<file path="src/rtl/vco_phase_decoder.sv">
// Ring-VCO phase decoder: thermometer-coded stage samples -> phase, per-cycle phase
// advance, and a decimated windowed sum delivered over a valid/ready output.
module vco_phase_decoder #(
   parameter int unsigned DEC_LOG2 = 3
) (
   input  logic                  clk,
   input  logic                  rst_n,
   input  logic [31:0]           samp,
   input  logic [31:0]           samp_b,
   input  logic                  en,
   input  logic                  out_ready,
   output logic [6+DEC_LOG2-1:0] out_data,
   output logic                  out_valid,
   output logic                  rail_err,
   output logic                  ovf
);

   localparam int unsigned W = 6 + DEC_LOG2;

   logic [31:0]         s1_samp_q, s1_samp_b_q;
   logic                s1_vld_q;
   logic [5:0]          phase_cur_q, phase_prev_q;
   logic [1:0]          prime_q;
   logic                diff_vld_q;
   logic [W-1:0]        acc_q;
   logic [DEC_LOG2-1:0] cnt_q;

   logic [5:0]   n_ones;
   logic [5:0]   phase_raw;
   logic [5:0]   phase_new;
   logic         rail_ok;
   logic [5:0]   diff;
   logic [W-1:0] sum;
   logic         win_done;

   always_comb begin
      n_ones = '0;
      for (int i = 0; i < 32; i++) begin
         n_ones = n_ones + 6'(s1_samp_q[i]);
      end
   end

   always_comb begin
      phase_raw = '0;
      if (s1_samp_q[0]) begin
         phase_raw = n_ones;
      end else if (n_ones != '0) begin
         phase_raw = 6'(7'd64 - 7'(n_ones));
      end
   end

   // A rail-inconsistent sample holds the last phase, i.e. contributes zero advance.
   assign rail_ok   = (s1_samp_q == ~s1_samp_b_q);
   assign phase_new = rail_ok ? phase_raw : phase_cur_q;
   assign diff      = phase_cur_q - phase_prev_q;
   assign sum       = acc_q + W'(diff);
   assign win_done  = en && diff_vld_q && (cnt_q == '1);

   // S1: raw sample capture
   always_ff @(posedge clk or negedge rst_n) begin
      if (!rst_n) begin
         s1_samp_q   <= '0;
         s1_samp_b_q <= '0;
         s1_vld_q    <= 1'b0;
      end else if (!en) begin
         s1_samp_q   <= '0;
         s1_samp_b_q <= '0;
         s1_vld_q    <= 1'b0;
      end else begin
         s1_samp_q   <= samp;
         s1_samp_b_q <= samp_b;
         s1_vld_q    <= 1'b1;
      end
   end

   // S2: phase history; a diff is produced only once two phases have primed the pair
   always_ff @(posedge clk or negedge rst_n) begin
      if (!rst_n) begin
         phase_cur_q  <= '0;
         phase_prev_q <= '0;
         prime_q      <= '0;
         diff_vld_q   <= 1'b0;
      end else if (!en) begin
         phase_cur_q  <= '0;
         phase_prev_q <= '0;
         prime_q      <= '0;
         diff_vld_q   <= 1'b0;
      end else if (s1_vld_q) begin
         phase_cur_q  <= phase_new;
         phase_prev_q <= phase_cur_q;
         if (prime_q != 2'd2) begin
            prime_q <= prime_q + 2'd1;
         end
         diff_vld_q   <= (prime_q == 2'd2);
      end else begin
         diff_vld_q   <= 1'b0;
      end
   end

   // Window accumulator
   always_ff @(posedge clk or negedge rst_n) begin
      if (!rst_n) begin
         acc_q <= '0;
         cnt_q <= '0;
      end else if (!en) begin
         acc_q <= '0;
         cnt_q <= '0;
      end else if (diff_vld_q) begin
         cnt_q <= cnt_q + 1'b1;
         acc_q <= win_done ? '0 : sum;
      end
   end

   // Output register and sticky flags; unaffected by en
   always_ff @(posedge clk or negedge rst_n) begin
      if (!rst_n) begin
         out_data  <= '0;
         out_valid <= 1'b0;
         rail_err  <= 1'b0;
         ovf       <= 1'b0;
      end else begin
         if (en && s1_vld_q && !rail_ok) begin
            rail_err <= 1'b1;
         end
         if (win_done) begin
            if (!out_valid || out_ready) begin
               out_data  <= sum;
               out_valid <= 1'b1;
            end else begin
               ovf <= 1'b1;
            end
         end else if (out_valid && out_ready) begin
            out_valid <= 1'b0;
         end
      end
   end

endmodule

</file>
<file path="config.mk">
export PLATFORM = sky130hd
export DESIGN_NAME = vco_phase_decoder
export DESIGN_NICKNAME = d
export VERILOG_FILES = /design/src/rtl/vco_phase_decoder.sv
export SDC_FILE = /design/constraint.sdc
export NUM_CORES = 1
export LEC_CHECK = 0
export ABC_AREA = 1
export CAP_MARGIN = 5
export CORE_UTILIZATION = 56
export CTS_CLUSTER_SIZE = 16
export DETAILED_ROUTE_END_ITERATION = 16
export GPL_TIMING_DRIVEN = 0
export PLACE_DENSITY = 0.81
export SYNTH_ARGS = -nofsm -noshare
export SYNTH_HDL_FRONTEND = slang
export SYNTH_SLANG_ARGS = --single-unit
export TNS_END_PERCENT = 20
</file>
<file path="constraint.sdc">
create_clock -name clk -period 6.09 [get_ports clk]
set_input_delay 0.609 -clock clk [delete_from_list [all_inputs] [get_ports clk]]
set_output_delay 0.609 -clock clk [all_outputs]
set_load 0.02 [all_outputs]
</file>
After elaboration in Yosys (flattened, before gate mapping)
Index checks and enable logic that the tools add are counted.
{"block": "op_classes", "reduce_logical": 15, "bitwise": 2, "n_eq_ne": 9, "muxes": 23, "n_addsub": 36}
{"operator": "adder 6 x 1 -> 6 bit", "n": 26}
{"operator": "two-way mux 32 bit", "n": 2}
{"operator": "two-way mux 6 bit", "n": 7}
{"operator": "== test 32 bit", "n": 1}
{"operator": "NOT 32 bit", "n": 1}
{"operator": "two-way mux 9 bit", "n": 3}
{"operator": "inequality test 2 x 1 -> 1 bit, second input constant", "n": 5}
{"operator": "AND reduction 2 bit", "n": 5}
{"operator": "adder 9 x 6 -> 9 bit", "n": 1}
{"operator": "adder 5 x 1 -> 6 bit", "n": 1}
{"operator": "two-way mux 1 bit", "n": 6}
{"operator": "two-way mux 2 bit", "n": 3}
{"operator": "two-way mux 3 bit", "n": 2}
{"operator": "nonzero test 6 bit", "n": 1}
{"operator": "subtractor 1 x 6 -> 6 bit, first input constant", "n": 1}
{"operator": "subtractor 6 bit", "n": 1}
{"operator": "adder 4 x 1 -> 5 bit", "n": 1}
{"operator": "logical AND 1 bit", "n": 5}
{"operator": "adder 3 x 1 -> 4 bit", "n": 1}
{"operator": "adder 2 x 1 -> 3 bit", "n": 1}
{"operator": "adder 3 x 1 -> 3 bit, second input constant", "n": 1}
{"operator": "== test 3 bit, second input constant", "n": 1}
{"operator": "adder 1 x 1 -> 2 bit", "n": 1}
{"operator": "adder 2 x 1 -> 2 bit, second input constant", "n": 1}
{"operator": "6 further kinds", "n": 7}
{"block": "totals", "out_inout_bits": 12, "word_cells": 98, "ff_bits": 104, "in_bits": 68}

Logic depth before layout (Yosys ltp)
Gate-level depths: netlist (run 1).
{"block": "logic_depth", "ltp_word": 37, "ltp_mapped": 23, "mapped_depth_nobuf": 23}

Worst setup path before layout (run 1)
No wires, ideal clock.
{"block": "synth_path", "path_type": "reg2reg", "from": "register s1_samp_q[0]", "to": "register phase_cur_q[0]", "arrival_ps": 4985, "required_ps": 5973, "slack_ps": 988, "setup_time_ps": 117, "n_path_buf": 0, "synth_period_minus_slack_ps": 5102, "path_stages_with_launch": 20, "path_cell_list": "dfrtp_1 clkinv_1 fa_1 fa_1 fa_1 fa_1 fa_1 fa_1 inv_1 ha_1 fa_1 inv_1 ha_1 inv_1 nor2_1 nand3_1 nor3_1 nor2_2 nand2_1 nand2_1"}
{"block": "synth_via", "elab_chain_cells": 37, "word_cells_on_any_way": 41, "classes_between": "add/sub: 32; eq/ne: 2; mux: 5; reduce/logical: 2"}
{"element": "start: declaration", "line": "20", "rtl": "logic [31:0] s1_samp_q, s1_samp_b_q;"}
{"element": "start signal: assignment", "line": "70", "rtl": "s1_samp_q <= samp;"}
{"element": "adder 1 x 1 -> 2 bit", "line": "39", "rtl": "n_ones = n_ones + 6'(s1_samp_q[i]);"}
{"element": "adder 2 x 1 -> 3 bit", "line": "39"}
{"element": "adder 3 x 1 -> 4 bit", "line": "39"}
{"element": "adder 4 x 1 -> 5 bit", "line": "39"}
{"element": "adder 5 x 1 -> 6 bit", "line": "39"}
{"element": "adder 6 x 1 -> 6 bit (26 in a row)", "line": "39"}
{"element": "subtractor 1 x 6 -> 6 bit or nonzero test 6 bit (tied branches)", "line": "48, 47"}
{"element": "two-way mux 6 bit", "line": "47", "rtl": "end else if (n_ones != '0) begin"}
{"element": "two-way mux 6 bit", "line": "45", "rtl": "if (s1_samp_q[0]) begin"}
{"element": "two-way mux 6 bit", "line": "54", "rtl": "assign phase_new = rail_ok ? phase_raw : phase_cur_q;"}
{"element": "two-way mux 6 bit", "line": "88", "rtl": "end else if (s1_vld_q) begin"}
{"element": "two-way mux 6 bit", "line": "83", "rtl": "end else if (!en) begin"}
{"element": "end signal: assignment", "line": "89", "rtl": "phase_cur_q <= phase_new;"}
{"element": "end: declaration", "line": "22", "rtl": "logic [5:0] phase_cur_q, phase_prev_q;"}
Several ways; a longest one is shown, not always the timed one. The select of a mux whose other input is x is not followed.
A chain may end at the register's enable or synchronous reset.

Final worst setup path (run 1)
Ends and elaborated chain as after synthesis.

==> impl_metrics.sql, run 1 <==
INSERT INTO impl_metrics (metric_group, metric, value, unit) VALUES
('final_layout', 'finalNetCount', '963', ''),
('timing', 'finalWorstPathRequiredPeriod', '5.65', 'ns'),
('floorplanning', 'ioPinCount', '80', ''),
('placed_design', 'dp.final_hpwl', '9980', 'um'),
('timing', 'worst_slew_margin_rel', '66.3', '%'),
('synth', 'synth_fp_nets', '872', ''),
('worst_hold_path', 'worst_hold_path_type', 'in -> async', ''),
('run', 'max-cap-violations', '0', ''),
('final_layout', 'final_util', '68.8', '%'),
('synth', 'yosysUniqueCellTypes', '34', ''),
('run_status', 'status', 'finished, final reports clean', ''),
('setup_path', 'worst_path_max_delay_cell', 'sky130_fd_sc_hd__fa_1', ''),
('timing', 'final-setup-viol-count', '0', ''),
('global_route', 'first_global_vias', '4753', ''),
('routing', 'drt_first_iter_violations', '142', ''),
('setup_path', 'critPathRequiredTime', '6.35', 'ns'),
('timing', 'timing.fmax', '0.177', 'GHz'),
('floorplanning', 'die_area', '11000', 'um2'),
('cts', 'postCtsSetupBuffers', '0', ''),
('floorplanning', 'floorplan.die.width', '105', 'um'),
('synth', 'average_size_of_a_mapped_cell', '7.86', 'um2'),
('placed_design', 'gp_congestion', '0.903', ''),
('setup_path', 'worst-path-max-fanout', '8', ''),
('setup_path', 'cell_occurring_most_often_along_the_worst_timing_path', 'sky130_fd_sc_hd__fa_1', ''),
('routing', 'postRouteWirelength', '12200', 'um'),
('setup_path', 'regToRegStartpoint', 's1_samp_q[0]', ''),
('setup_path', 'timing.critical_path.to_type', 'flip-flop', ''),
('setup_path', 'reg2reg_setup_slack', '0.44', 'ns'),
('synth', 'syn_area', '5940', 'um2'),
('pwr', 'p_leak', '4.06', 'nW'),
('global_route', 'grt.total_usage', '24.5', '%'),
('routing', 'antenna_violating_nets_post_route', '0', ''),
('final_layout', 'layout_common_cells', '238 x sky130_fd_sc_hd__nand2_1, 178 x sky130_fd_sc_hd__inv_1, 104 x sky130_fd_sc_hd__dfrtp_1', ''),
('cts', 'clock_tree.root_cell', 'sky130_fd_sc_hd__clkbuf_8', ''),
('timing', 'worst_slew_pin_tran', '0.506', 'ns'),
('timing', 'clock-skew-final', '0.0102', 'ns'),
('routing', 'detail_route.first_pass.iterations', '5', ''),
('cts', 'clock_tree_from_tritoncts', 'done', ''),
('setup_path', 'cp.arrival', '5.91', 'ns'),
('timing', 'rsz0062_at_grt', 'no', ''),
('cts', 'clock_path_buffers', '2', ''),
('cts', 'clock_sink_count', '104', ''),
('timing', 'hold_viol_final', '0', ''),
('synth', 'yosysWarningCount', '0', ''),
('final_layout', 'drive_above_1_share', '4.59', '%'),
('global_route', 'grt-ovfl-total', '0', ''),
('setup_path', 'timing.rr.end', 'phase_cur_q[0]', ''),
('setup_path', 'rr_worst_depth', '19', ''),
('setup_path', 'crit_path_max_incr_delay', '0.62', 'ns'),
('routing', 'drc', '0', ''),
('routing', 'route.detailed.wl_per_inst', '12.3', 'um'),
('setup_path', 'critPathLaunchType', 'flip-flop', ''),
('timing', 'whs', '0.192', 'ns'),
('synth', 'ys_ff_latch', '104', ''),
('cts', 'clkSlewWorstSetupHoldPaths', '0.09', 'ns'),
('pwr', 'peak_vdd_ir', '0.182', 'mV'),
('placed_design', 'io_buffers', '79', ''),
('final_layout', 'diodes', '0', ''),
('cts', 'postcts_resize_cnt', '0', ''),
('global_route', 'initial_antenna_violation_count', '0', ''),
('timing', 'finalCritPeriodShare', '92.7', '%'),
('cts', 'clock_tree.htree_level_count', '3', ''),
('synth', 'ys_seq_area_share', '43.8', '%'),
('floorplanning', 'core.rowCount', '37', ''),
('final_layout', 'area.growth.synth_to_final', '19.5', '%'),
('final_layout', 'layout_commonest_cell', 'sky130_fd_sc_hd__nand2_1', ''),
('floorplanning', 'chip_height', '105', 'um'),
('pwr', 'power_per_cell_area', '288', 'nW/um2'),
('setup_path', 'cp_cell_sequence', 'clkinv_1 -> fa_1 -> fa_1 -> fa_1 -> fa_1 -> fa_1 -> fa_1 -> inv_1 -> ha_1 -> fa_1 -> inv_1 -> ha_1 -> inv_1 -> nor2_1 -> nand3_1 -> nor3_1 -> nor2_2 -> nand2_1 -> nand2_1', ''),
('timing', 'report.final.slew_viol_count', '0', ''),
('routing', 'post_drt_via_cell_ratio', '4.80', ''),
('timing', 'timing.setup.tns', '0', 'ns'),
('routing', 'detailroute.via_count', '4729', ''),
('cts', 'clk_latency', '0.37', 'ns'),
('cts', 'cts-buffers-inserted', '9', ''),
('synth', 'syn-instance-count', '756', ''),
('floorplanning', 'floorplan.core_area', '10300', 'um2'),
('cts', 'cts_hold_buffers', '0', ''),
('global_route', 'grt_pass1_wl', '21000', 'um'),
('global_route', 'grt_max_degree', '68', ''),
('floorplanning', 'initial_core_util', '57.5', '%'),
('setup_path', 'crit_type', 'reg -> reg', '');
[per-layer routing]
layer,global-route usage [%],vias up,share of wire (%)
li1,-,2398,-
met1,28.8,2188,42
met2,43.0,111,50
met3,5.49,32,4.6
met4,11.1,0,3.1
met5,0,-,0
[Yosys cell counts]
cell type                    n  area share [%]
sky130_fd_sc_hd__buf_2       7            0.59
sky130_fd_sc_hd__o21ai_0    19             1.6
sky130_fd_sc_hd__inv_1     178              11
sky130_fd_sc_hd__a31o_2      1            0.15
sky130_fd_sc_hd__inv_2       4            0.25
sky130_fd_sc_hd__nand3_1    28             2.4
sky130_fd_sc_hd__a22oi_1     1            0.13
sky130_fd_sc_hd__a31oi_1     1            0.11
sky130_fd_sc_hd__nand4_1     4            0.42
sky130_fd_sc_hd__a21oi_1     8            0.67
sky130_fd_sc_hd__o21ai_1     4            0.34
sky130_fd_sc_hd__nor3_1      1           0.084
sky130_fd_sc_hd__nand2_2     1            0.11
sky130_fd_sc_hd__fa_1       26             8.8
sky130_fd_sc_hd__o22ai_1     1            0.11
sky130_fd_sc_hd__nor2_1     66             4.2
sky130_fd_sc_hd__ha_1       22             4.6
sky130_fd_sc_hd__nand3_2     1            0.17
sky130_fd_sc_hd__a21o_1      1            0.13
sky130_fd_sc_hd__nand3b_1   10             1.3
sky130_fd_sc_hd__o21a_1      2            0.25
sky130_fd_sc_hd__a22o_1      3            0.44
sky130_fd_sc_hd__dfrtp_1   104              44
sky130_fd_sc_hd__xnor2_1     3            0.44
sky130_fd_sc_hd__clkbuf_1    2            0.13
sky130_fd_sc_hd__nor2_4      1            0.19
sky130_fd_sc_hd__nor2_2      5            0.53
sky130_fd_sc_hd__o32ai_1     1            0.15
sky130_fd_sc_hd__or2_2       3            0.32
sky130_fd_sc_hd__buf_6       1            0.19
sky130_fd_sc_hd__nand2_1   238              15
sky130_fd_sc_hd__xor2_1      7             1.0
sky130_fd_sc_hd__clkinv_1    1           0.063
sky130_fd_sc_hd__o211ai_1    1            0.13
[metrics by stage]
stage | total power [W] | std cells | area [um2] | setup slack (ns)
floorplan | 0.00140 | 756 | 5940 | 0.988
global placement | 0.00158 | 971 | 6900 | 0.631
detailed placement | 0.00164 | 972 | 6930 | 0.490
CTS | 0.00205 | 986 | 7100 | 0.449
global route | 0.00224 | 986 | 7100 | 0.226
finish | 0.00204 | 986 | 7100 | 0.444
[layout make-up]
type / instances / area, um2
multi-input cells: 459 / 2600
inverters: 183 / 687
repair buffers: 80 / 816
flip-flops and latches: 104 / 2600
clock buffers: 10 / 128
clock inverters: 4 / 47.5
well taps: 136 / 170
plain buffers: 10 / 53.8
fillers: 862 / 3220
[kinds of logic after synthesis]
| group | synth area share [%] |
|---|---|
| AO/OA/AOI/OAI | 4.19 |
| AND/OR/NAND/NOR | 24.6 |
| buffers and inverters | 12.5 |
| flip-flops | 43.8 |
| adder cells (fa/ha/maj) | 13.4 |
| XOR/XNOR | 1.47 |
[sequential cells by signal, summed over array words and instances, names as in the netlist]
name and flops:
phase_cur_q 6, out_data 9, out_valid 1, rail_err 1
acc_q 9, prime_q 2, ovf 1, diff_vld_q 1
cnt_q 3, s1_vld_q 1, s1_samp_b_q 32, phase_prev_q 6
s1_samp_q 32
[worst max-delay path, delay by kind of cell, from the launching register on]
kind / cells / cell delay (ns)
DFF: 1 / 0.46
and+or+nand+nor: 6 / 0.67
buffers and inverters: 4 / 0.47
adders and majority gates: 9 / 3.93
[where the power goes]
| group | total (W) | leakage, nW | internal [W] | switching (W) |
|---|---|---|---|---|
| Sequential | 0.000731 | 1.37 | 0.000714 | 0.0000169 |
| Clock | 0.000409 | 0.0880 | 0.000184 | 0.000224 |
| Combinational | 0.000906 | 2.59 | 0.000364 | 0.000542 |
[worst max-delay path by stage]
stage,slack [ns],cells after the start,from,end
4_1_cts,0.45,19,s1_samp_q[0],phase_cur_q[0]
3_5_place_dp,0.49,19,s1_samp_q[0],phase_cur_q[0]
5_1_grt,0.23,19,s1_samp_q[0],phase_cur_q[1]
6_report,0.44,19,s1_samp_q[0],phase_cur_q[0]
2_1_floorplan,0.99,19,s1_samp_q[0],phase_cur_q[0]
3_3_place_gp,0.63,19,s1_samp_q[0],phase_cur_q[1]
Power figures use the tool's default switching activity.
==> run 2, diff against run 1 <==
==> constraint.sdc (replaced) <==
create_clock -name clk -period 5.2 [get_ports clk]
set_input_delay 1.56 -clock clk [delete_from_list [all_inputs] [get_ports clk]]
set_output_delay 1.56 -clock clk [all_outputs]
set_load 0.02 [all_outputs]
==> impl_metrics.sql, run 2 (synthesis results as in run 1) <==
INSERT INTO impl_metrics (metric_group, metric, value, unit) VALUES
('setup_path', 'critPathLaunchType', 'flip-flop', ''),
('floorplanning', 'initial_core_util', '57.5', '%'),
('setup_path', 'timing.critical_path.to_type', 'flip-flop', ''),
('final_layout', 'biggestRegsByFlops', 's1_samp_b_q x32, s1_samp_q x32', ''),
('timing', 'final-setup-viol-count', '0', ''),
('floorplanning', 'chip_height', '105', 'um'),
('routing', 'drt_first_iter_violations', '151', ''),
('final_layout', 'layout_commonest_cell', 'sky130_fd_sc_hd__nand2_1', ''),
('timing', 'timing.fmax', '0.195', 'GHz'),
('run', 'max-cap-violations', '0', ''),
('global_route', 'first_global_vias', '4753', ''),
('placed_design', 'gp_congestion', '0.903', ''),
('setup_path', 'critPathRequiredTime', '5.47', 'ns'),
('cts', 'clock_tree.root_cell', 'sky130_fd_sc_hd__clkbuf_8', ''),
('routing', 'route.detailed.wl_per_inst', '12.6', 'um'),
('timing', 'worst_slew_pin_tran', '0.505', 'ns'),
('pwr', 'power_per_cell_area', '345', 'nW/um2'),
('setup_path', 'crit_path_max_incr_delay', '0.56', 'ns'),
('cts', 'cts_hold_buffers', '0', ''),
('floorplanning', 'die_area', '11000', 'um2'),
('global_route', 'grt.total_usage', '24.6', '%'),
('global_route', 'grt_pass1_wl', '21100', 'um'),
('pwr', 'netSwitchingPower', '0.000969', 'W'),
('timing', 'layout_setup_ws', '0.0641', 'ns'),
('run_status', 'status', 'finished, final reports clean', ''),
('global_route', 'initial_antenna_violation_count', '0', ''),
('setup_path', 'cp.arrival', '5.41', 'ns'),
('cts', 'clkSlewWorstSetupHoldPaths', '0.10', 'ns'),
('cts', 'clock_sink_count', '104', ''),
('routing', 'drc', '0', ''),
('floorplanning', 'core.rowCount', '37', ''),
('final_layout', 'layout_common_cells', '238 x sky130_fd_sc_hd__nand2_1, 175 x sky130_fd_sc_hd__inv_1, 103 x sky130_fd_sc_hd__dfrtp_1', ''),
('timing', 'hold_viol_final', '0', ''),
('timing', 'rsz0062_at_grt', 'yes', ''),
('cts', 'clock_path_buffers', '2', ''),
('floorplanning', 'floorplan.core_area', '10300', 'um2'),
('timing', 'timing.setup.tns', '0', 'ns'),
('floorplanning', 'ioPinCount', '80', ''),
('cts', 'clock_tree.htree_level_count', '3', ''),
('routing', 'detailroute.via_count', '4755', ''),
('floorplanning', 'floorplan.die.width', '105', 'um'),
('pwr', 'total_power', '0.00247', 'W'),
('routing', 'postRouteWirelength', '12400', 'um'),
('worst_hold_path', 'worst_hold_path_type', 'reg -> reg', ''),
('pwr', 'power_frac_seq', '34.7', '%'),
('timing', 'report.final.slew_viol_count', '0', ''),
('final_layout', 'drive_above_1_share', '6.09', '%'),
('final_layout', 'area.growth.synth_to_final', '20.4', '%'),
('cts', 'cts-buffers-inserted', '9', ''),
('pwr', 'peak_vdd_ir', '0.231', 'mV'),
('timing', 'worst_slew_margin_rel', '66.4', '%'),
('pwr', 'switch_share', '39.3', '%'),
('pwr', 'power.share.combinational', '45.8', '%'),
('routing', 'antenna_violating_nets_post_route', '0', ''),
('setup_path', 'worst_path_max_delay_cell', 'sky130_fd_sc_hd__fa_1', ''),
('routing', 'post_drt_via_cell_ratio', '4.80', ''),
('placed_design', 'place_worst_setup_slack', '-0.400', 'ns'),
('timing', 'finalCritPeriodShare', '98.8', '%'),
('cts', 'clock_tree_from_tritoncts', 'done', ''),
('timing', 'clock-skew-final', '0.0155', 'ns'),
('final_layout', 'diodes', '0', ''),
('pwr', 'clock_power_share', '19.5', '%'),
('setup_path', 'cell_occurring_most_often_along_the_worst_timing_path', 'sky130_fd_sc_hd__fa_1', ''),
('pwr', 'p_leak', '4.08', 'nW'),
('final_layout', 'finalNetCount', '967', ''),
('setup_path', 'crit_type', 'reg -> reg', ''),
('placed_design', 'dp.final_hpwl', '9980', 'um'),
('global_route', 'grt-ovfl-total', '0', ''),
('placed_design', 'io_buffers', '79', ''),
('global_route', 'grt_max_degree', '68', ''),
('setup_path', 'worst-path-max-fanout', '4', ''),
('setup_path', 'cp_cell_sequence', 'clkinv_4 -> fa_1 -> fa_1 -> fa_1 -> fa_1 -> fa_1 -> fa_1 -> inv_1 -> ha_2 -> fa_1 -> inv_2 -> ha_1 -> inv_2 -> nor2_2 -> nand3_2 -> nor3_2 -> nor2_2 -> nand2_1 -> nand2_1', ''),
('pwr', 'p_int', '0.00150', 'W'),
('routing', 'detail_route.first_pass.iterations', '4', ''),
('timing', 'finalWorstPathRequiredPeriod', '5.14', 'ns'),
('cts', 'clk_latency', '0.37', 'ns');
==> run 2: cell count changes in the layout (fill, tap and decap cells not counted), sizes merged <==
cell  before  now
buf       10   14
==> run 2: power groups by stage <==
stage	Clock [W]	Combinational [W]	Sequential, W
floorplan	0	0.000778	0.000866
global placement	0	0.000976	0.000871
detailed placement	0	0.00105	0.000872
CTS	0.000487	0.00107	0.000856
global route	0.000523	0.00131	0.000859
finish	0.000482	0.00113	0.000855
==> run 2: worst max-delay path: cells and delay by family, from the launching register on <==
family	cells	cell delay, ns
adder cells (fa/ha/maj)	9	3.74
flip-flops	1	0.43
AND/OR/NAND/NOR	6	0.57
buffers and inverters	4	0.25
==> run 2: final timing paths <==
kind                         startpoint        endpoint  slack [ns]  cells past startpoint
setup / recovery           s1_samp_q[0]  phase_cur_q[0]        0.06                     19
hold / removal                 rail_err        rail_err        0.48                      1
setup reg to reg           s1_samp_q[0]  phase_cur_q[0]        0.06                     19
hold reg to reg                rail_err        rail_err        0.48                      1
max in group asynchronous         rst_n    s1_samp_q[0]        3.35                      2
min in group asynchronous         rst_n        acc_q[8]        1.14                      1
==> run 2: area by class of cell <==
| cell class | count | area (um2) |
|---|---|---|
| fillers | 851 | 3170 |
| multi-input cells | 459 | 2610 |
| flip-flops and latches | 104 | 2600 |
| repair buffers | 84 | 846 |
| inverters | 183 | 692 |
| well taps | 136 | 170 |
| clock buffers | 10 | 128 |
| plain buffers | 10 | 53.8 |
| clock inverters | 4 | 47.5 |
==> run 2: per-layer routing <==
layer | wire, um | up-vias | GRT usage, %
li1 | - | 2408 | -
met1 | 5270 | 2205 | 29.4
met2 | 6340 | 114 | 43.6
met3 | 484 | 28 | 4.74
met4 | 356 | 0 | 10.2
met5 | 0 | - | 0
==> run 2: per-stage QoR <==
stage / hold WS (ns) / area, um2 / instances / utilization [%]
2_1_floorplan: 0.456 / 5940 / 756 / -
3_3_place_gp: 0.440 / 6900 / 971 / 66.8
3_5_place_dp: 0.462 / 6930 / 972 / 67.1
4_1_cts: 0.483 / 7130 / 988 / 69.1
5_1_grt: 0.500 / 7150 / 990 / 69.3
6_report: 0.476 / 7150 / 990 / 69.3
==> run 2: repair_timing <==
action,4_1_cts,5_1_grt
endpoints found under the setup margin,6,5
buffers inserted,2,2
pin swaps,7,7
resized for setup,6,4
==> run 3, diff against run 2 <==
==> constraint.sdc (replaced) <==
create_clock -name clk -period 5.8 [get_ports clk]
set_input_delay 1.74 -clock clk [delete_from_list [all_inputs] [get_ports clk]]
set_output_delay 1.74 -clock clk [all_outputs]
set_load 0.02 [all_outputs]
==> impl_metrics.sql, run 3 (synthesis results as in run 1) <==
INSERT INTO impl_metrics (metric_group, metric, value, unit) VALUES
('cts', 'clock_tree.htree_level_count', '3', ''),
('global_route', 'initial_antenna_violation_count', '0', ''),
('routing', 'post_drt_via_cell_ratio', '4.78', ''),
('placed_design', 'dp.final_hpwl', '9980', 'um'),
('setup_path', 'worst-path-max-fanout', '8', ''),
('pwr', 'power_per_cell_area', '302', 'nW/um2'),
('setup_path', 'crit_type', 'reg -> reg', ''),
('setup_path', 'timing.critical_path.to_type', 'flip-flop', ''),
('final_layout', 'layout.filler_cells', '861', ''),
('placed_design', 'placedInstanceArea', '6930', 'um2'),
('routing', 'antenna_violating_nets_post_route', '0', ''),
('floorplanning', 'die_area', '11000', 'um2'),
('cts', 'clock_sink_count', '104', ''),
('setup_path', 'rr_worst_depth', '19', ''),
('routing', 'detailroute.via_count', '4718', ''),
('final_layout', 'biggestRegsByFlops', 's1_samp_b_q x32, s1_samp_q x32', ''),
('placed_design', 'gp_congestion', '0.903', ''),
('placed_design', 'io_buffers', '79', ''),
('pwr', 'switch_share', '38.2', '%'),
('routing', 'postRouteWirelength', '12200', 'um'),
('timing', 'rsz0062_at_grt', 'no', ''),
('final_layout', 'seqCellArea', '2600', 'um2'),
('run', 'max-cap-violations', '0', ''),
('floorplanning', 'floorplan.die.width', '105', 'um'),
('routing', 'drc', '0', ''),
('timing', 'worst_slew_pin_tran', '0.510', 'ns'),
('global_route', 'first_global_vias', '4762', ''),
('timing', 'final-setup-viol-count', '0', ''),
('pwr', 'p_int', '0.00132', 'W'),
('floorplanning', 'chip_height', '105', 'um'),
('timing', 'worst_slew_margin_rel', '66.0', '%'),
('global_route', 'grt-ovfl-total', '0', ''),
('floorplanning', 'ioPinCount', '80', ''),
('pwr', 'peak_vdd_ir', '0.194', 'mV'),
('run_status', 'status', 'finished, final reports clean', ''),
('global_route', 'grt_max_degree', '68', ''),
('cts', 'cts-buffers-inserted', '9', ''),
('pwr', 'power.share.combinational', '44.3', '%'),
('final_layout', 'final-instance-count-excl-fill', '986', ''),
('global_route', 'grt.total_usage', '24.5', '%'),
('final_layout', 'diodes', '0', ''),
('setup_path', 'critPathLaunchType', 'flip-flop', ''),
('routing', 'detail_route.first_pass.iterations', '4', ''),
('final_layout', 'drive_above_1_share', '4.82', '%'),
('pwr', 'power_frac_seq', '35.8', '%'),
('timing', 'hold_viol_final', '0', ''),
('routing', 'route.detailed.wl_per_inst', '12.4', 'um'),
('final_layout', 'finalNetCount', '963', ''),
('cts', 'clkSlewWorstSetupHoldPaths', '0.09', 'ns'),
('setup_path', 'regToRegStartpoint', 's1_samp_q[0]', ''),
('worst_hold_path', 'worst_hold_path_type', 'reg -> reg', ''),
('routing', 'drt_first_iter_violations', '146', ''),
('floorplanning', 'initial_core_util', '57.5', '%'),
('final_layout', 'layout_common_cells', '238 x sky130_fd_sc_hd__nand2_1, 178 x sky130_fd_sc_hd__inv_1, 103 x sky130_fd_sc_hd__dfrtp_1', ''),
('final_layout', 'final_util', '68.8', '%'),
('floorplanning', 'floorplan.core_area', '10300', 'um2'),
('pwr', 'clock_power_share', '19.9', '%'),
('cts', 'clock_tree.root_cell', 'sky130_fd_sc_hd__clkbuf_8', ''),
('setup_path', 'critical_path.startpoint', 's1_samp_q[0]', ''),
('pwr', 'netSwitchingPower', '0.000819', 'W'),
('final_layout', 'layout_commonest_cell', 'sky130_fd_sc_hd__nand2_1', ''),
('setup_path', 'critPathRequiredTime', '6.06', 'ns'),
('cts', 'clock_tree_from_tritoncts', 'done', ''),
('placed_design', 'post-place-cells', '972', ''),
('cts', 'clock_path_buffers', '2', ''),
('timing', 'finalCritPeriodShare', '95.4', '%'),
('worst_hold_path', 'min_from', 'rail_err', ''),
('cts', 'clk_latency', '0.36', 'ns'),
('global_route', 'grt_pass1_wl', '21000', 'um'),
('pwr', 'p_leak', '4.05', 'nW'),
('final_layout', 'fin_area', '7110', 'um2'),
('timing', 'timing.fmax', '0.181', 'GHz'),
('timing', 'finalWorstPathRequiredPeriod', '5.53', 'ns'),
('final_layout', 'area.growth.synth_to_final', '19.6', '%'),
('timing', 'clock-skew-final', '0.0111', 'ns'),
('timing', 'report.final.slew_viol_count', '0', ''),
('floorplanning', 'core.rowCount', '37', ''),
('final_layout', 'multiInputGateArea', '2600', 'um2'),
('worst_hold_path', 'worst_hold_path.num_cells', '1', ''),
('setup_path', 'cp.arrival', '5.80', 'ns');
run 3: cell types whose count changed in the layout (fill, tap and decap cells not counted), sizes merged:
cell	before	now
buf	14	10
clkinv	3	2
clkinvlp	1	2
run 3: final cells by class:
| type | count | area share (%) |
|---|---|---|
| Sequential cell | 104 | 36.6 |
| Multi-Input combinational cell | 459 | 36.5 |
| Timing Repair Buffer | 80 | 11.5 |
| Inverter | 183 | 9.72 |
| Tap cell | 136 | 2.39 |
| Clock buffer | 10 | 1.80 |
| Buffer | 10 | 0.757 |
| Clock inverter | 4 | 0.669 |
run 3: per-layer routing:
| metal | vias up | global-route usage, % | share of wire (%) |
|---|---|---|---|
| li1 | 2398 | - | - |
| met1 | 2185 | 28.7 | 42 |
| met2 | 108 | 42.8 | 51 |
| met3 | 27 | 5.43 | 4.4 |
| met4 | 0 | 11.4 | 3.2 |
| met5 | - | 0 | 0 |
run 3: power by group through the flow:
stage	clock [W]	sequential, W	combinational (W)
floorplan	0	0.000776	0.000698
global route	0.000469	0.000771	0.00111
detailed placement	0	0.000782	0.000941
CTS	0.000437	0.000767	0.000946
global placement	0	0.000781	0.000875
finish	0.000427	0.000767	0.000950
run 3: final timing paths:
path | to | slack, ns
worst max-delay path | phase_cur_q[0] | 0.27
worst min-delay path | rail_err | 0.47
worst max register to register | phase_cur_q[0] | 0.27
worst min register to register | rail_err | 0.47
max in group asynchronous | s1_samp_q[0] | 3.77
min in group asynchronous | acc_q[8] | 1.33
run 3: per-stage QoR:
stage / TNS [ns] / power (W) / setup slack [ns] / hold slack, ns
floorplan: 0 / 0.00147 / 0.698 / 0.456
global placement: -63.42 / 0.00166 / -0.622 / 0.440
detailed placement: 0 / 0.00172 / 0.200 / 0.462
CTS: 0 / 0.00215 / 0.159 / 0.483
global route: 0 / 0.00235 / 0.0392 / 0.500
finish: 0 / 0.00214 / 0.266 / 0.473
run 3: worst max-delay path, stage by stage, from the launching register on:
cell and delay (ns):
sky130_fd_sc_hd__dfrtp_2 0.46, sky130_fd_sc_hd__clkinvlp_4 0.21, sky130_fd_sc_hd__fa_1 0.59, sky130_fd_sc_hd__fa_1 0.47, sky130_fd_sc_hd__fa_1 0.55, sky130_fd_sc_hd__fa_1 0.45
sky130_fd_sc_hd__fa_1 0.53, sky130_fd_sc_hd__fa_1 0.50, sky130_fd_sc_hd__inv_1 0.04, sky130_fd_sc_hd__ha_1 0.21, sky130_fd_sc_hd__fa_1 0.45, sky130_fd_sc_hd__inv_1 0.11
sky130_fd_sc_hd__ha_1 0.15, sky130_fd_sc_hd__inv_1 0.05, sky130_fd_sc_hd__nor2_1 0.11, sky130_fd_sc_hd__nand3_1 0.11, sky130_fd_sc_hd__nor3_1 0.23, sky130_fd_sc_hd__nor2_2 0.09
sky130_fd_sc_hd__nand2_1 0.07, sky130_fd_sc_hd__nand2_1 0.05
run 3: timing repair:
item	CTS	global route
hold buffers	0	0
setup endpoints to repair	0	4
setup buffers	0	0
gates resized for setup	0	2
==> patch (flow settings as in run 2) <==
Register the output `rail_err` once more, cleared by the reset; this adds one clock of latency there. The other outputs are not delayed to match.
--- a/src/rtl/vco_phase_decoder.sv
+++ b/src/rtl/vco_phase_decoder.sv
@@ -16,6 +16,8 @@
 );
 
    localparam int unsigned W = 6 + DEC_LOG2;
+
+   logic rail_err_s0;
 
    logic [31:0]         s1_samp_q, s1_samp_b_q;
    logic                s1_vld_q;
@@ -116,11 +118,11 @@
       if (!rst_n) begin
          out_data  <= '0;
          out_valid <= 1'b0;
-         rail_err  <= 1'b0;
+         rail_err_s0 <= 1'b0;
          ovf       <= 1'b0;
       end else begin
          if (en && s1_vld_q && !rail_ok) begin
-            rail_err <= 1'b1;
+            rail_err_s0 <= 1'b1;
          end
          if (win_done) begin
             if (!out_valid || out_ready) begin
@@ -135,5 +137,13 @@
       end
    end
 
+   always_ff @(posedge clk or negedge rst_n) begin
+      if (!rst_n) begin
+         rail_err <= '0;
+      end else begin
+         rail_err <= rail_err_s0;
+      end
+   end
+
 endmodule
 
Formal check against the unedited RTL: not equivalent (Yosys sat finds a counterexample within 4 cycles, from zero or initial values and one cycle with rst_n low).
==> patch against run 2 <==
  * Sequential cell count up 1
  * Synthesized area up 0.42%
  * Clock skew down 0.0049 ns
  * Total power down 0.32%
  * Non-clock buffer count down 2
  * Critical path depth unchanged
  * Setup slack worse by 0.048 ns
  * Core utilization up 0.073 points
  * Routed wire length up 0.96%
  * Count of clock-buffer cells in the layout up 3
  * Clock power down 4.8%
  * Sequential power up 0.9%
  * Design area up 0.11%
  * Critical path type unchanged
==> patch: results (changes against run 2) <==
* Peak supply drop at 0.000237 V (was 0.000231 V)
* Seq/Total Area, Yosys at 44.1% (was 43.8%)
* CP Data Arrival Time at 5.45 ns (was 5.41 ns)
* Critical path's slowest cell: fa_1 (unchanged)
* DP Worst Slack at -0.386 ns (was -0.400 ns)
* Hold WC Path Type: flip-flop to flip-flop (unchanged)
* Placed wire-length estimate at 10200 µm (was 9980 µm)
* Area of placed instances at 6950 µm² (was 6930 µm²)
* GPL Wtd Cong at 0.891 (was 0.903)
* Drt wl/cell at 12.7 µm (was 12.6 µm)
* Synth top cells by count: nand2_1, inv_1, dfrtp_1 (unchanged)
* GRT Total Usage at 25.0% (was 24.6%)
* Worst slew pin tran at 0.551 ns (was 0.505 ns)
* Final setup fails at 0 (unchanged)
* Ratio of cells with drive above 1 in the final layout at 5.62% (was 6.09%)
* Buffers on Ports at 79 (unchanged)
* Hold_ws at 0.418 ns (was 0.476 ns)
* Status: finished clean (unchanged)
* Post-Synth XOR/XNOR Area at 1.47% (about the same)
* # diodes at 0 (unchanged)
* Root Driver: clkbuf_8 (unchanged)
* Adder and majority gate portion of the synthesized area at 13.3% (was 13.4%)
* FF-to-FF path depth at 19 (unchanged)
* Dominant cells by area after synthesis: dfrtp_1, nand2_1, inv_1, fa_1, ha_1 (unchanged)
* R2R Path End: phase_cur_q[3]$_DFFE_PN0P_ (was phase_cur_q[0]$_DFFE_PN0P_)
* Global-route wire length before repair at 21400 µm (was 21100 µm)
* Yosys cell types at 34 (unchanged)
* Vias post-DR at 4788 (was 4755)
* Nets at 966 (was 967)
* Gate Count Post-Synth at 757 (was 756)
* Drt via density at 4.84 (was 4.80)
* Hold Path Sink: rail_err$_DFF_PN0_ (was rail_err$_DFFE_PN0P_)
* Pin count of the biggest net entering global routing at 66 (was 68)
* Compound-gate portion of the synthesized area at 4.17% (was 4.19%)
* Hold path start: rail_err_s0$_DFFE_PN0P_ (was rail_err$_DFFE_PN0P_)
* Initial antenna violation count at 0 (unchanged)
* Pleak at 0.00408 µW (about the same)
* Detailed Routing Iterations Pass 1 at 5 (was 4)
* CTS clk-pin slew, worst paths at 0.09 ns
* Vias in the first global route at 4984 (was 4753)
* Worst Clk Skew at 0.0105 ns (was 0.0155 ns)
* Syn Nets at 873 (was 872)
* CP max FO at 8 (was 4)
* Drt initial violations at 211 (was 151)
* Reg2Reg Setup Slack at 0.02 ns (was 0.06 ns)
* Worst Hold Depth at 0 (was 1)
patch: report_power, final:
| group | internal [µW] | switching [µW] | total (µW) |
|---|---|---|---|
| Sequential | 844 | 19.7 | 863 |
| Combinational | 436 | 701 | 1140 |
| Clock | 199 | 260 | 459 |
patch: final cells by class:
| cell class | instances | area [µm²] |
|---|---|---|
| Timing Repair Buffer | 82 | 831 |
| Sequential cell | 105 | 2630 |
| Clock buffer | 13 | 159 |
| Buffer | 10 | 53.8 |
| Tap cell | 136 | 170 |
| Clock inverter | 2 | 13.8 |
| Inverter | 183 | 692 |
| Multi-Input combinational cell | 459 | 2610 |
| Fill cell | 843 | 3160 |
patch: worst max-delay path by stage:
stage / from / end / slack [ns]
after global placement: rst_n / s1_samp_b_q[9]$_DFF_PN0_ / -1.13
after floorplan: s1_samp_q[0]$_DFF_PN0_ / phase_cur_q[0]$_DFFE_PN0P_ / 0.1
after CTS: s1_samp_q[17]$_DFF_PN0_ / phase_cur_q[4]$_DFFE_PN0P_ / 0.007
after detailed placement: s1_samp_q[0]$_DFF_PN0_ / phase_cur_q[3]$_DFFE_PN0P_ / -0.39
after global routing: s1_samp_q[0]$_DFF_PN0_ / phase_cur_q[3]$_DFFE_PN0P_ / -0.18
final: s1_samp_q[0]$_DFF_PN0_ / phase_cur_q[3]$_DFFE_PN0P_ / 0.02
patch: per-layer routing:
metal | track usage, % | up-vias | wire [µm]
met5 | 0 | - | 0
met2 | 44.7 | 120 | 6440
met4 | 13.5 | 0 | 479
li1 | - | 2403 | -
met1 | 29.3 | 2225 | 5210
met3 | 2.74 | 40 | 435
patch: repair_timing:
action	CTS	global route
setup endpoints to repair	6	6
buffers inserted	2	0
cloned	0	0
gates resized for setup	5	3
hold buffers	0	0
pin swaps	8	3
